[config.mk]
export PLATFORM = sky130hd
export DESIGN_NAME = display_timings_param
export DESIGN_NICKNAME = d
export VERILOG_FILES = /design/src/rtl/display_timings_pkg.sv /design/src/rtl/display_timings_param_axis.sv /design/src/rtl/display_timings_param.sv
export SDC_FILE = /design/constraint.sdc
export NUM_CORES = 1
export LEC_CHECK = 0
export CORE_MARGIN = 2
export CORE_UTILIZATION = 45
export CTS_CLUSTER_DIAMETER = 30
export DETAILED_ROUTE_END_ITERATION = 16
export PLACE_DENSITY = 0.68
export REMOVE_ABC_BUFFERS = 1
export SETUP_SLACK_MARGIN = 0.4
export SLEW_MARGIN = 20
export SYNTH_ARGS = -nofsm -noshare
export SYNTH_HDL_FRONTEND = slang
export SYNTH_SLANG_ARGS = --single-unit
[constraint.sdc]
create_clock -name clk_pix -period 3.8 [get_ports clk_pix]
set_input_delay 0.76 -clock clk_pix [delete_from_list [all_inputs] [get_ports clk_pix]]
set_output_delay 0.76 -clock clk_pix [all_outputs]
set_load 0.02 [all_outputs]
[src/rtl/display_timings_pkg.sv]
// Shared phase encoding and phase-boundary helper for the display timing generator.
package display_timings_pkg;

  typedef enum logic [1:0] {ACTIVE, FRONT, SYNC, BACK} phase_t;

  // Index of the last position belonging to the given phase on one axis.
  function automatic int last_of(phase_t phase, int res, int fp, int sync, int bp);
    case (phase)
      ACTIVE:  return res - 1;
      FRONT:   return res + fp - 1;
      SYNC:    return res + fp + sync - 1;
      default: return res + fp + sync + bp - 1;
    endcase
  endfunction

endpackage

[src/rtl/display_timings_param_axis.sv]
// One timing axis: position counter plus ACTIVE/FRONT/SYNC/BACK phase tracker.
module display_axis_counter
  import display_timings_pkg::*;
#(
  parameter int W   = 10,
  parameter int RES = 640,
  parameter int FP  = 16,
  parameter int SW  = 96,
  parameter int BP  = 48
) (
  input  logic         clk_pix,
  input  logic         rst_n,
  input  logic         step,
  output logic [W-1:0] cnt,
  output phase_t       phase,
  output logic         wrap
);

  localparam int TOTAL = RES + FP + SW + BP;

  logic [W-1:0] cnt_q, cnt_d;
  phase_t       phase_q, phase_d;
  logic         at_end;

  assign wrap  = (int'(cnt_q) == TOTAL - 1);
  assign cnt   = cnt_q;
  assign phase = phase_q;

  // Phase advances on the same step that leaves its last position.
  always_comb begin
    cnt_d   = cnt_q;
    phase_d = phase_q;
    at_end  = (int'(cnt_q) == last_of(phase_q, RES, FP, SW, BP));
    if (step) begin
      cnt_d = wrap ? '0 : cnt_q + W'(1);
      if (at_end) begin
        case (phase_q)
          ACTIVE:  phase_d = FRONT;
          FRONT:   phase_d = SYNC;
          SYNC:    phase_d = BACK;
          default: phase_d = ACTIVE;
        endcase
      end
    end
  end

  always_ff @(posedge clk_pix or negedge rst_n) begin
    if (!rst_n) begin
      cnt_q   <= '0;
      phase_q <= ACTIVE;
    end else begin
      cnt_q   <= cnt_d;
      phase_q <= phase_d;
    end
  end

endmodule

[src/rtl/display_timings_param.sv]
// Parametrised VESA-style timing generator: registered coordinates, syncs,
// data enable, line/frame strobes and a completed-frame counter.
module display_timings_param
  import display_timings_pkg::*;
#(
  parameter int CORDW   = 10,
  parameter int H_RES   = 640,
  parameter int H_FP    = 16,
  parameter int H_SYNC  = 96,
  parameter int H_BP    = 48,
  parameter int V_RES   = 480,
  parameter int V_FP    = 10,
  parameter int V_SYNC  = 2,
  parameter int V_BP    = 33,
  parameter int H_POL   = 0,
  parameter int V_POL   = 0,
  parameter int FRAME_W = 16
) (
  input  logic               clk_pix,
  input  logic               rst_n,
  input  logic               en,
  output logic [CORDW-1:0]   sx,
  output logic [CORDW-1:0]   sy,
  output logic               hsync,
  output logic               vsync,
  output logic               de,
  output logic               line,
  output logic               frame,
  output logic [FRAME_W-1:0] frame_cnt
);

  localparam int   H_TOTAL = H_RES + H_FP + H_SYNC + H_BP;
  localparam int   V_TOTAL = V_RES + V_FP + V_SYNC + V_BP;
  localparam logic H_ACT   = (H_POL != 0);
  localparam logic V_ACT   = (V_POL != 0);

  if (H_RES < 1 || H_FP < 1 || H_SYNC < 1 || H_BP < 1 ||
      V_RES < 1 || V_FP < 1 || V_SYNC < 1 || V_BP < 1) begin : g_bad_timing
    $fatal(1, "display_timings_param: every timing parameter must be >= 1");
  end
  if (longint'(H_TOTAL) > (longint'(1) << CORDW) ||
      longint'(V_TOTAL) > (longint'(1) << CORDW)) begin : g_bad_cordw
    $fatal(1, "display_timings_param: CORDW too narrow for H_TOTAL/V_TOTAL");
  end
  if (FRAME_W < 1) begin : g_bad_frame_w
    $fatal(1, "display_timings_param: FRAME_W must be >= 1");
  end

  logic [CORDW-1:0] h_cnt, v_cnt;
  phase_t           h_phase, v_phase;
  logic             h_wrap, v_wrap;

  display_axis_counter #(
    .W(CORDW), .RES(H_RES), .FP(H_FP), .SW(H_SYNC), .BP(H_BP)
  ) u_h_axis (
    .clk_pix(clk_pix), .rst_n(rst_n), .step(en),
    .cnt(h_cnt), .phase(h_phase), .wrap(h_wrap)
  );

  display_axis_counter #(
    .W(CORDW), .RES(V_RES), .FP(V_FP), .SW(V_SYNC), .BP(V_BP)
  ) u_v_axis (
    .clk_pix(clk_pix), .rst_n(rst_n), .step(en && h_wrap),
    .cnt(v_cnt), .phase(v_phase), .wrap(v_wrap)
  );

  logic [CORDW-1:0]   sx_q, sx_d, sy_q, sy_d;
  logic               hsync_q, hsync_d, vsync_q, vsync_d;
  logic               de_q, de_d, line_q, line_d, frame_q, frame_d;
  logic               last_q, last_d;
  logic [FRAME_W-1:0] frame_cnt_q, frame_cnt_d;

  // last_q marks that the outputs currently show the final pixel of a frame,
  // so frame_cnt steps in the same cycle the frame strobe appears.
  always_comb begin
    sx_d        = sx_q;
    sy_d        = sy_q;
    hsync_d     = hsync_q;
    vsync_d     = vsync_q;
    de_d        = de_q;
    line_d      = line_q;
    frame_d     = frame_q;
    last_d      = last_q;
    frame_cnt_d = frame_cnt_q;
    if (en) begin
      sx_d    = h_cnt;
      sy_d    = v_cnt;
      de_d    = (h_phase == ACTIVE) && (v_phase == ACTIVE);
      hsync_d = (h_phase == SYNC) ~^ H_ACT;
      vsync_d = (v_phase == SYNC) ~^ V_ACT;
      line_d  = (h_cnt == '0);
      frame_d = (h_cnt == '0) && (v_cnt == '0);
      last_d  = h_wrap && v_wrap;
      if (last_q) frame_cnt_d = frame_cnt_q + FRAME_W'(1);
    end
  end

  always_ff @(posedge clk_pix or negedge rst_n) begin
    if (!rst_n) begin
      sx_q        <= '0;
      sy_q        <= '0;
      hsync_q     <= ~H_ACT;
      vsync_q     <= ~V_ACT;
      de_q        <= 1'b0;
      line_q      <= 1'b0;
      frame_q     <= 1'b0;
      last_q      <= 1'b0;
      frame_cnt_q <= '0;
    end else begin
      sx_q        <= sx_d;
      sy_q        <= sy_d;
      hsync_q     <= hsync_d;
      vsync_q     <= vsync_d;
      de_q        <= de_d;
      line_q      <= line_d;
      frame_q     <= frame_d;
      last_q      <= last_d;
      frame_cnt_q <= frame_cnt_d;
    end
  end

  assign sx        = sx_q;
  assign sy        = sy_q;
  assign hsync     = hsync_q;
  assign vsync     = vsync_q;
  assign de        = de_q;
  assign line      = line_q;
  assign frame     = frame_q;
  assign frame_cnt = frame_cnt_q;

endmodule

======== Word level (Yosys, flattened, before mapping) ========
Index checks and enable logic that the tools add are counted.
cells by class
  $add $sub $neg .......................... 3
  eq/ne operators ......................... 8
  muxes and demuxes ....................... 6
  bitwise gates (word level) .............. 2
  reductions and logical operators ........ 11
operators with widths
  cell                                                                     count
  10-bit case mux with 3 select lines                                      1
  9-bit case mux with 3 select lines                                       1
  10-bit by 1-bit adder with 10-bit output (second input constant)         2
  10-bit equality test                                                     2
  10-bit logical NOT                                                       2
  10-bit two-way mux                                                       2
  16-bit by 1-bit adder with 16-bit output (second input constant)         1
  2-bit case mux with 3 select lines                                       2
  10-bit equality test (second input constant)                             1
  10-bit by 9-bit equality test with 1-bit output (second input constant)  1
  2-bit AND reduction                                                      3
  2-bit by 1-bit equality test with 1-bit output (second input constant)   2
  2-bit equality test (second input constant)                              2
  1-bit logical AND                                                        4
  2-bit logical NOT                                                        2
  1-bit inverter                                                           2
word-level totals
  bits in registers ....................... 66
  input bits .............................. 3
  output and inout port bits .............. 41
  word-level logic and storage cells ...... 43

======== Logic depth before layout (Yosys ltp) ========
Gate-level depths: netlist (run 1).
  depth after elaboration ................. 4
  mapped depth ............................ 7
  gate-level depth less buffers ........... 6

======== Modules after synthesis ========
Synthesis (run 1) repeated with hierarchy kept, for this count alone.
unflattened totals
  cell total of the unflattened synthesis .. 266
  area total of the unflattened synthesis .. 3106.7 µm²
by module, submodules not included
  module                            times used  cells an instance  area each (µm²)  seq. area each (µm²)
  display_timings_param             1           129                1719.1           1053.5
  display_axis_counter at u_v_axis  1           70                 700.7            300.3
  display_axis_counter at u_h_axis  1           67                 686.9            300.3

======== Worst setup path before layout (run 1) ========
No wires, ideal clock.
  path type ............................... input-to-reg
  start ................................... input en
  end ..................................... register u_v_axis.phase_q[1], in the netlist u_v_axis.phase[1]
  library setup time ...................... 0.128 ns
  arrival time ............................ 1.980 ns
  data required time ...................... 3.672 ns
  setup slack ............................. 1.693 ns
  stages on the path ...................... 6
  path buffers ............................ 2
  path through ............................ buf_2 > and4_1 > buf_4 > nand4_4 > nor4_4 > mux2_1
on the way
  longest elaborated chain between the ends .. 2
ends and longest elaborated chain
  element                               line                              text
  from (decl)                           display_timings_param.sv:21       input logic en,
  1-bit logical AND                     display_timings_param.sv:63       .clk_pix(clk_pix), .rst_n(rst_n), .step(en && h_wrap),
  2-bit AND reduction (no source line)  --
  to (signal assigned)                  display_timings_param_axis.sv:53  phase_q <= phase_d;
  to (decl)                             display_timings_param_axis.sv:22  phase_t phase_q, phase_d;
Every way passes these cells.
A chain may end at the register's enable or synchronous reset.

======== Worst setup path in the final report (run 1) ========
  start ................................... input en
  end ..................................... register u_v_axis.cnt_q[2], in the netlist u_v_axis.cnt[2]
on the way
  longest elaborated chain between the ends .. 1
ends and longest elaborated chain
  element               line                              text
  1-bit logical AND     display_timings_param.sv:63
  to (signal assigned)  display_timings_param_axis.sv:52  cnt_q <= cnt_d;
  to (decl)             display_timings_param_axis.sv:21  logic [W-1:0] cnt_q, cnt_d;
Every way passes these cells.

==> results of run 1 <==
[worst paths after layout]
check / startpoint / end / slack (ns) / depth (start not counted)
max: en / u_v_axis.cnt[2]$_DFFE_PN0P_ / 1.37 / 6
min: frame_cnt[15]$_DFFE_PN0P_ / frame_cnt[15]$_DFFE_PN0P_ / 0.47 / 1
max reg2reg: u_h_axis.cnt[1]$_DFFE_PN0P_ / u_v_axis.phase[1]$_DFFE_PN0P_ / 1.67 / 5
min reg2reg: frame_cnt[15]$_DFFE_PN0P_ / frame_cnt[15]$_DFFE_PN0P_ / 0.47 / 1
max in group asynchronous: rst_n / hsync$_DFFE_PN1P_ / 2.38 / 2
min in group asynchronous: rst_n / sx[4]$_DFFE_PN0P_ / 0.48 / 1
[power by group through the flow]
stage / Sequential, mW / Clock (mW) / Combinational (mW)
after floorplan: 0.890 / 0 / 0.133
after global placement: 0.871 / 0 / 0.279
after detailed placement: 0.873 / 0 / 0.283
after CTS: 0.859 / 0.672 / 0.283
after global routing: 0.870 / 0.707 / 0.311
final: 0.858 / 0.657 / 0.279
[cell type report]
class                           count  area share
Inverter                           14      0.0133
Multi-Input combinational cell    187       0.369
Timing Repair Buffer               45       0.112
Clock inverter                      5      0.0197
Tap cell                           96      0.0305
Clock buffer                       11      0.0359
Sequential cell                    66       0.420
[metal layers]
layer	routed length [um]	track usage
met5	0	0
met1	2950	0.245
met4	115	0.0882
met3	213	0.0382
met2	2950	0.278
[worst max-delay path, stage by stage]
cell,delay [ns]
clkdlybuf4s50_1,0.49
buf_4,0.36
nand4_1,0.24
nor4_4,0.54
a21o_1,0.19
a21oi_1,0.05
[stage by stage]
step,worst slack (ns),cells,util,instance area (um^2)
2_1_floorplan,1.70,267,-,3160
3_3_place_gp,1.03,408,0.541,3720
3_5_place_dp,1.01,408,0.541,3720
4_1_cts,1.37,424,0.573,3940
5_1_grt,1.17,424,0.573,3940
6_report,1.37,424,0.573,3940
[layout by cell type (no fill, tap or decap), types with 2 or more instances in the layout]
master            n
a21o_1            4
a21oi_1           4
and2_1            3
and3_1            6
and3b_1           2
and4_1            4
buf_4             2
bufinv_16         2
clkbuf_8         10
clkdlybuf4s50_1  42
clkinv_2          2
dfrtp_1          64
dfstp_2           2
ha_1             11
inv_1            14
mux2_2           22
mux2i_1           3
nand2_1          17
nand3_1          17
nand4_1           8
nor2_1            9
nor3_1            8
nor3b_1           3
nor4_4            3
o211ai_1          3
o21ai_0           8
o21ai_1           3
o22ai_1           2
o31ai_1           3
xnor2_1          19
xor2_1           10
[flip-flops by register name, indices dropped and copies added (netlist names)]
signal	count
de	1
frame	1
frame_cnt	16
hsync	1
last_q	1
line	1
sx	10
sy	10
u_h_axis.cnt	10
u_h_axis.phase	2
u_v_axis.cnt	10
u_v_axis.phase	2
vsync	1
[cells by family (layout without fill, tap and decap cells)]
kind of cell	Yosys count	after routing	share of synthesized area
xor gates and xnor gates	29	29	0.0786
muxes	26	26	0.0894
AOI/OAI and AO/OA	32	32	0.0631
buffers and inverters	28	75	0.0391
adders and majority gates	11	11	0.0426
and+or+nand+nor	89	89	0.175
DFF	66	66	0.512
==> reports/metrics.cfg, run 1 <==
[run_status]
status = completed

[sta]
fin_crit_ns = 2.43
maxSlewHeadroom = 0.509
timing.hold.ws_ns = 0.470
max_clock_freq_ghz = 0.412
fin_worst_skew_ns = 0.00731
setup_viol = 0
maxSlewViolCount = 0
rsz0062_at_grt = false
post-route-period-util = 0.638
setup-tns-final_ns = 0
tightest_slew_ns = 0.736
hold_viol = 0

[finish]
antenna_cells = 0
syn2layout_area_growth_pct = 21.8
final_layout_size_suffix_gt1_frac = 0.149
nFillCells = 591
nets = 337
multiInputGateArea_mm2 = 0.00145
regArea_mm2 = 0.00165

[global_route]
grt.total_usage = 0.181
grt_pass1_vias = 2276
grt_max_degree = 35
gr-total-overflow = 0
antenna_found_initial = 0
grt_pass1_wl_mm = 11.0

[clocking]
cts_max_level = 3
cts-root-buf = clkbuf_8
post_cts_resize_count = 0
clockBufferDepth = 2
numCtsBuffers = 9
ctsHoldBuffers = 0
cts_sinks = 66
worstSkewPairLatency_ns = 0.34
cts_setup_buffers = 0
clk_pin_slew_worst_paths_ns = 0.08
cts_tree = built

[critical_path]
critPathLaunchType = input port
critPathCaptureType = register
path_class = input port to register
cp.required_ns = 4.01
arrival_ns = 2.63
critical_path.max_fanout = 34

[routing]
routed-via-count = 2212
post_drt_wl_per_cell_um = 14.7
antenna_left = 0
viasPerCell = 5.22
drc = 0
drtIter0Drc = 113
first_pass_iters = 4
wirelength_mm = 6.22

[pwr]
p_switching_mw = 0.503
p_leak_nw = 1.78
p_clk_frac = 0.366
intPower_mw = 1.29
p_total_mw = 1.79
ir_drop_mv = 0.270
power_density_mw_per_mm2 = 456
comb_power_share = 0.155
swShare = 0.280
seqPwrFrac = 0.478

[synth]
yosysMostFrequentCell = dfrtp_1
synth_edf_count = 0
syn-instance-count = 281
avgSynthCellArea_um2 = 11.5
ys_seq_area_frac = 0.512
synth.top_cells.by_area = dfrtp_1, mux2_2, xnor2_1
yosysWarnings = 0
async_reset_ff_frac = 1.00
synth_commonest_cells = dfrtp_1, mux2_2, xnor2_1
synthFlopType = dfrtp_1
synth_cell_types = 45
synth_largest_area_cell = dfrtp_1
mappedNetlistArea_mm2 = 0.00323
synth-seq-cells = 66
synth_top_area_frac = 0.496

[floorplanning]
start_util = 0.470
io_pins = 44
die_h_um = 88.7
die_area_mm2 = 0.00788
core_area_mm2 = 0.00687
std_cell_rows = 30
die_x_um = 88.7

[placed_design]
gp_congestion = 0.869
portBuffers = 43
dp_hpwl_mm = 4.28

[worst_hold_path]
hp-class = register to register

[flow_run]
max_cap_viol_count = 0

(Power assumes the default switching activity.)
==> run 2, diff against run 1 <==
--- a/config.mk
+++ b/config.mk
@@ -9,7 +9,7 @@
 export CORE_UTILIZATION = 45
 export CTS_CLUSTER_DIAMETER = 30
 export DETAILED_ROUTE_END_ITERATION = 16
-export PLACE_DENSITY = 0.68
+export PLACE_DENSITY = 0.7
 export REMOVE_ABC_BUFFERS = 1
 export SETUP_SLACK_MARGIN = 0.4
 export SLEW_MARGIN = 20
==> constraint.sdc (replaced) <==
create_clock -name clk_pix -period 2.08 [get_ports clk_pix]
set_input_delay 0.416 -clock clk_pix [delete_from_list [all_inputs] [get_ports clk_pix]]
set_output_delay 0.416 -clock clk_pix [all_outputs]
set_load 0.02 [all_outputs]
==> run 2 against run 1 <==
Effect of this change:
- sequential share of layout area shrank 3.0 points
- via count grew 7.3%
- sequential power grew 81%
- count of clock-buffer cells in the layout is the same
- core utilization grew 4.6 points
- worst setup slack lost 1.0 ns
- flip-flop and latch count is the same
- largest cell class unchanged
- highest routed layer unchanged
==> reports/metrics.cfg, run 2 (synthesis results as in run 1) <==
[flow_run]
max_cap_viol_count = 0

[finish]
final_cells = 450
final_cell_mix = dfrtp_1, dlygate4sd2_1, mux2_2, buf_4, xnor2_1
nFillCells = 580
final_common_cell = dfrtp_1
antenna_cells = 0
largest_register_ffs = 16
fin_area_mm2 = 0.00426
final_layout_size_suffix_gt1_frac = 0.294
nets = 363
syn2layout_area_growth_pct = 31.7

[placed_design]
postPlaceCellArea_mm2 = 0.00386
gp_congestion = 0.883
dp_hpwl_mm = 4.62
portBuffers = 43
placedCellCount = 424

[clocking]
clk_pin_slew_worst_paths_ns = 0.07
numCtsBuffers = 9
cts_tree = built
clockBufferDepth = 2
worstSkewPairLatency_ns = 0.33
ctsHoldBuffers = 0
cts-root-buf = clkbuf_8
cts_max_level = 3
cts_sinks = 66

[sta]
rsz0062_at_grt = true
tightest_slew_ns = 0.552
timing.hold.ws_ns = 0.0620
post-route-period-util = 0.835
hold_viol = 0
setup_viol = 0
maxSlewViolCount = 0
fin_crit_ns = 1.74
max_clock_freq_ghz = 0.576
fin_worst_skew_ns = 0.00550
maxSlewHeadroom = 0.632

[floorplanning]
die_h_um = 88.7
die_x_um = 88.7
io_pins = 44
core_area_mm2 = 0.00687
die_area_mm2 = 0.00788
std_cell_rows = 30
start_util = 0.470

[routing]
first_pass_iters = 4
drtIter0Drc = 104
wirelength_mm = 6.87
post_drt_wl_per_cell_um = 15.3
viasPerCell = 5.28
drc = 0
antenna_left = 0
routed-via-count = 2374

[critical_path]
critPathCaptureType = register
critPathLaunchType = register
slowest_stage = dfrtp_1
critPathTopFamily = simple AND/OR/NAND/NOR gates
crit_chain = ha_2 > and4_4 > nand4_4 > nor4_4 > mux2_1
path_class = register to register
cp.required_ns = 2.30
reg2reg_slack_ns = 0.34
slowest_delay_ns = 0.37
critical_path.max_fanout = 3
arrival_ns = 1.96
crit_buf_inv = 0

[global_route]
grt_pass1_wl_mm = 11.5
grt_pass1_vias = 2391
antenna_found_initial = 0
grt_max_degree = 25
gr-total-overflow = 0
grt.total_usage = 0.192

[pwr]
p_leak_nw = 2.10
intPower_mw = 2.15
ir_drop_mv = 0.488
p_clk_frac = 0.304
seqPwrFrac = 0.502
p_switching_mw = 0.942
comb_power_share = 0.194
swShare = 0.305
power_density_mw_per_mm2 = 727

[run_status]
status = completed

[worst_hold_path]
hp-class = input port to async pin

run 2: final timing paths:
kind / endpoint / cells after the start / startpoint
max in group asynchronous: hsync$_DFFE_PN1P_ / 2 / rst_n
hold / removal: sx[6]$_DFFE_PN0P_ / 1 / rst_n
setup reg to reg: u_v_axis.phase[1]$_DFFE_PN0P_ / 5 / u_h_axis.cnt[1]$_DFFE_PN0P_
setup / recovery: u_v_axis.phase[1]$_DFFE_PN0P_ / 5 / u_h_axis.cnt[1]$_DFFE_PN0P_
hold reg to reg: frame_cnt[15]$_DFFE_PN0P_ / 1 / frame_cnt[15]$_DFFE_PN0P_
min in group clk_pix: frame_cnt[15]$_DFFE_PN0P_ / 1 / frame_cnt[15]$_DFFE_PN0P_
run 2: final cells by class:
cell class / count / area, um^2 / area share
flip-flops and latches: 66 / 1660 / 0.390
multi-input cells: 187 / 1600 / 0.377
repair buffers: 71 / 647 / 0.152
clock buffers: 11 / 141 / 0.0332
well taps: 96 / 120 / 0.0282
inverters: 14 / 52.6 / 0.0123
clock inverters: 5 / 30.0 / 0.00706
run 2: power groups by stage:
| stage | Combinational [mW] | Sequential [mW] | Clock (mW) |
|---|---|---|---|
| after CTS | 0.570 | 1.54 | 0.972 |
| after floorplan | 0.244 | 1.63 | 0 |
| after global placement | 0.579 | 1.57 | 0 |
| after detailed placement | 0.591 | 1.57 | 0 |
| final | 0.600 | 1.55 | 0.942 |
| after global routing | 0.663 | 1.57 | 1.03 |
run 2: metal layers:
layer / share of wire / GRT usage
met2: 0.48 / 0.299
met1: 0.46 / 0.256
met4: 0.014 / 0.0675
met5: 0 / 0
met3: 0.043 / 0.0578
run 2: per-stage QoR:
stage | setup WS, ns | total power, mW | utilization | setup TNS (ns)
after CTS | 0.309 | 3.08 | 0.601 | 0
after floorplan | 0.195 | 1.87 | - | 0
final | 0.342 | 3.09 | 0.619 | 0
after global routing | 0.254 | 3.26 | 0.619 | 0
after global placement | -0.0801 | 2.14 | 0.562 | -0.446
after detailed placement | -0.0960 | 2.16 | 0.562 | -0.598
run 2: what timing repair did:
item	4_1_cts	5_1_grt
gates cloned	1	0
pin swaps	6	12
resized for setup	64	23
setup buffers	3	6
endpoints found under the setup margin	60	16
==> run 3, diff against run 2 <==
==> constraint.sdc (replaced) <==
create_clock -name clk_pix -period 1.5 [get_ports clk_pix]
set_input_delay 0.3 -clock clk_pix [delete_from_list [all_inputs] [get_ports clk_pix]]
set_output_delay 0.3 -clock clk_pix [all_outputs]
set_load 0.02 [all_outputs]
==> run 3 against run 2 <==
Effect of this change:
- the run now ends with setup timing left
- first-iteration DRC count up 120%
- register-to-register slack worse by 0.77 ns
- hold slack better by 0.40 ns
- via count up 21%
- cell count up 17%
- largest power group unchanged
==> reports/metrics.cfg, run 3 (synthesis results as in run 1) <==
[placed_design]
postPlaceCellArea_mm2 = 0.00410
portBuffers = 43
placedCellCount = 457
dp_hpwl_mm = 4.82
gp_congestion = 0.814

[flow_run]
max_cap_viol_count = 0

[pwr]
p_total_mw = 5.39
ir_drop_mv = 0.561
p_clk_frac = 0.354
swShare = 0.306
power_density_mw_per_mm2 = 980
p_switching_mw = 1.65
seqPwrFrac = 0.388
p_leak_nw = 2.63
comb_power_share = 0.258
intPower_mw = 3.74

[critical_path]
arrival_ns = 2.17
r2r_cells = 6
path_class = register to register
reg2reg_slack_ns = -0.43
worstReg2RegStart = u_v_axis.phase[1]$_DFFE_PN0P_
cp.required_ns = 1.74
critPathLaunchType = register
critPathCaptureType = register
r2r-end = u_v_axis.phase[1]$_DFFE_PN0P_
critical_path.max_fanout = 5

[floorplanning]
start_util = 0.470
die_x_um = 88.7
die_area_mm2 = 0.00788
core_area_mm2 = 0.00687
die_h_um = 88.7
io_pins = 44
std_cell_rows = 30

[global_route]
grt_pass1_wl_mm = 13.8
gr-total-overflow = 0
grt_max_degree = 67
grt_pass1_vias = 2781
antenna_found_initial = 0
grt.total_usage = 0.234

[clocking]
cts_sinks = 66
cts_tree = built
clk_pin_slew_worst_paths_ns = 0.07
numCtsBuffers = 9
worstSkewPairLatency_ns = 0.37
cts-root-buf = clkbuf_8
clockBufferDepth = 2
cts_max_level = 3

[routing]
antenna_left = 0
routed-via-count = 2877
first_pass_iters = 4
post_drt_wl_per_cell_um = 20.0
drtIter0Drc = 226
drc = 0
viasPerCell = 5.46
wirelength_mm = 10.5

[sta]
rsz0062_at_grt = true
tightest_slew_ns = 0.492
setup_viol = 21
fin_worst_skew_ns = 0.0126
timing.hold.ws_ns = 0.461
post-route-period-util = 1.29
maxSlewHeadroom = 0.671
maxSlewViolCount = 0
fin_crit_ns = 1.93
setup_ws_ns = -0.429
hold_viol = 0
max_clock_freq_ghz = 0.518

[finish]
antenna_cells = 0
final_cells = 527
nFillCells = 346
utilization = 0.801
final_common_cell = buf_6
nets = 440
final_cell_mix = buf_6, buf_4, dfrtp_1
fin_area_mm2 = 0.00550
largest_register_ffs = 16
final_layout_size_suffix_gt1_frac = 0.631
syn2layout_area_growth_pct = 70.2

[worst_hold_path]
hp-class = input port to async pin

[run_status]
violations = setup timing
status = complete, but fails checks

## run 3: changes by cell type in the layout (fill, tap and decap cells not counted), sizes merged
cell	before	now
bufinv	0	3
dlygate4sd3	0	1
dlygate4sd2	42	1
clkbuf	11	10
clkinv	3	2
buf	29	146
inv	14	13
## run 3: per-stage QoR
| step | setup TNS [ns] | worst slack [ns] |
|---|---|---|
| 4_1_cts | -1.76 | -0.235 |
| 5_1_grt | -5.15 | -0.479 |
| 6_report | -3.77 | -0.429 |
| 2_1_floorplan | -1.78 | -0.385 |
| 3_3_place_gp | -15.94 | -0.506 |
| 3_5_place_dp | -18.10 | -0.553 |
## run 3: worst max-delay path by stage
stage                                        from                             to  slack (ns)  depth (start not counted)
floorplan             u_h_axis.cnt[0]$_DFFE_PN0P_  u_v_axis.phase[1]$_DFFE_PN0P_       -0.38                          5
global placement                               en    u_v_axis.cnt[4]$_DFFE_PN0P_       -0.51                          6
detailed placement                             en  u_v_axis.phase[1]$_DFFE_PN0P_       -0.55                          5
CTS                 u_v_axis.phase[0]$_DFFE_PN0P_  u_v_axis.phase[0]$_DFFE_PN0P_       -0.24                          7
global route        u_v_axis.phase[0]$_DFFE_PN0P_  u_v_axis.phase[1]$_DFFE_PN0P_       -0.48                          6
finish              u_v_axis.phase[1]$_DFFE_PN0P_  u_v_axis.phase[1]$_DFFE_PN0P_       -0.43                          6
## run 3: power groups by stage
stage / Sequential (mW) / Clock (mW) / Combinational, mW
after floorplan: 2.26 / 0 / 0.338
final: 2.09 / 1.91 / 1.39
after global placement: 2.09 / 0 / 1.01
after detailed placement: 2.09 / 0 / 1.03
after global routing: 2.11 / 1.99 / 1.46
after CTS: 2.08 / 1.87 / 1.17
## run 3: cell type report
cell class,instances,area (um^2),area share
clock buffer,10,128,0.0232
tap,96,120,0.0218
multi-input combinational,187,1950,0.355
clock inverter,6,115,0.0209
timing repair buffer,148,1460,0.266
sequential,66,1660,0.301
inverter,14,61.3,0.0111
## run 3: timing repair
action | in CTS | in global routing
pin swaps | 53 | 28
buffers inserted | 33 | 19
setup endpoints to repair | 105 | 90
resized for setup | 339 | 63
hold endpoints to repair | 64 | 0
hold buffers | 1 | 0
cloned | 1 | 0
## run 3: worst max-delay path, stage by stage, from the launching register on
cell and delay [ns]:
dfrtp_2 0.45, inv_2 0.07, ha_4 0.18, xnor2_1 0.19
nand3_1 0.21, nor4_4 0.36, mux2_4 0.35
## run 3: routing by layer
layer	up-vias	global-route usage	part of all wire
li1	1287	-	-
met1	1473	0.293	0.41
met2	91	0.383	0.52
met3	26	0.0681	0.040
met4	0	0.0923	0.029
met5	-	0	0
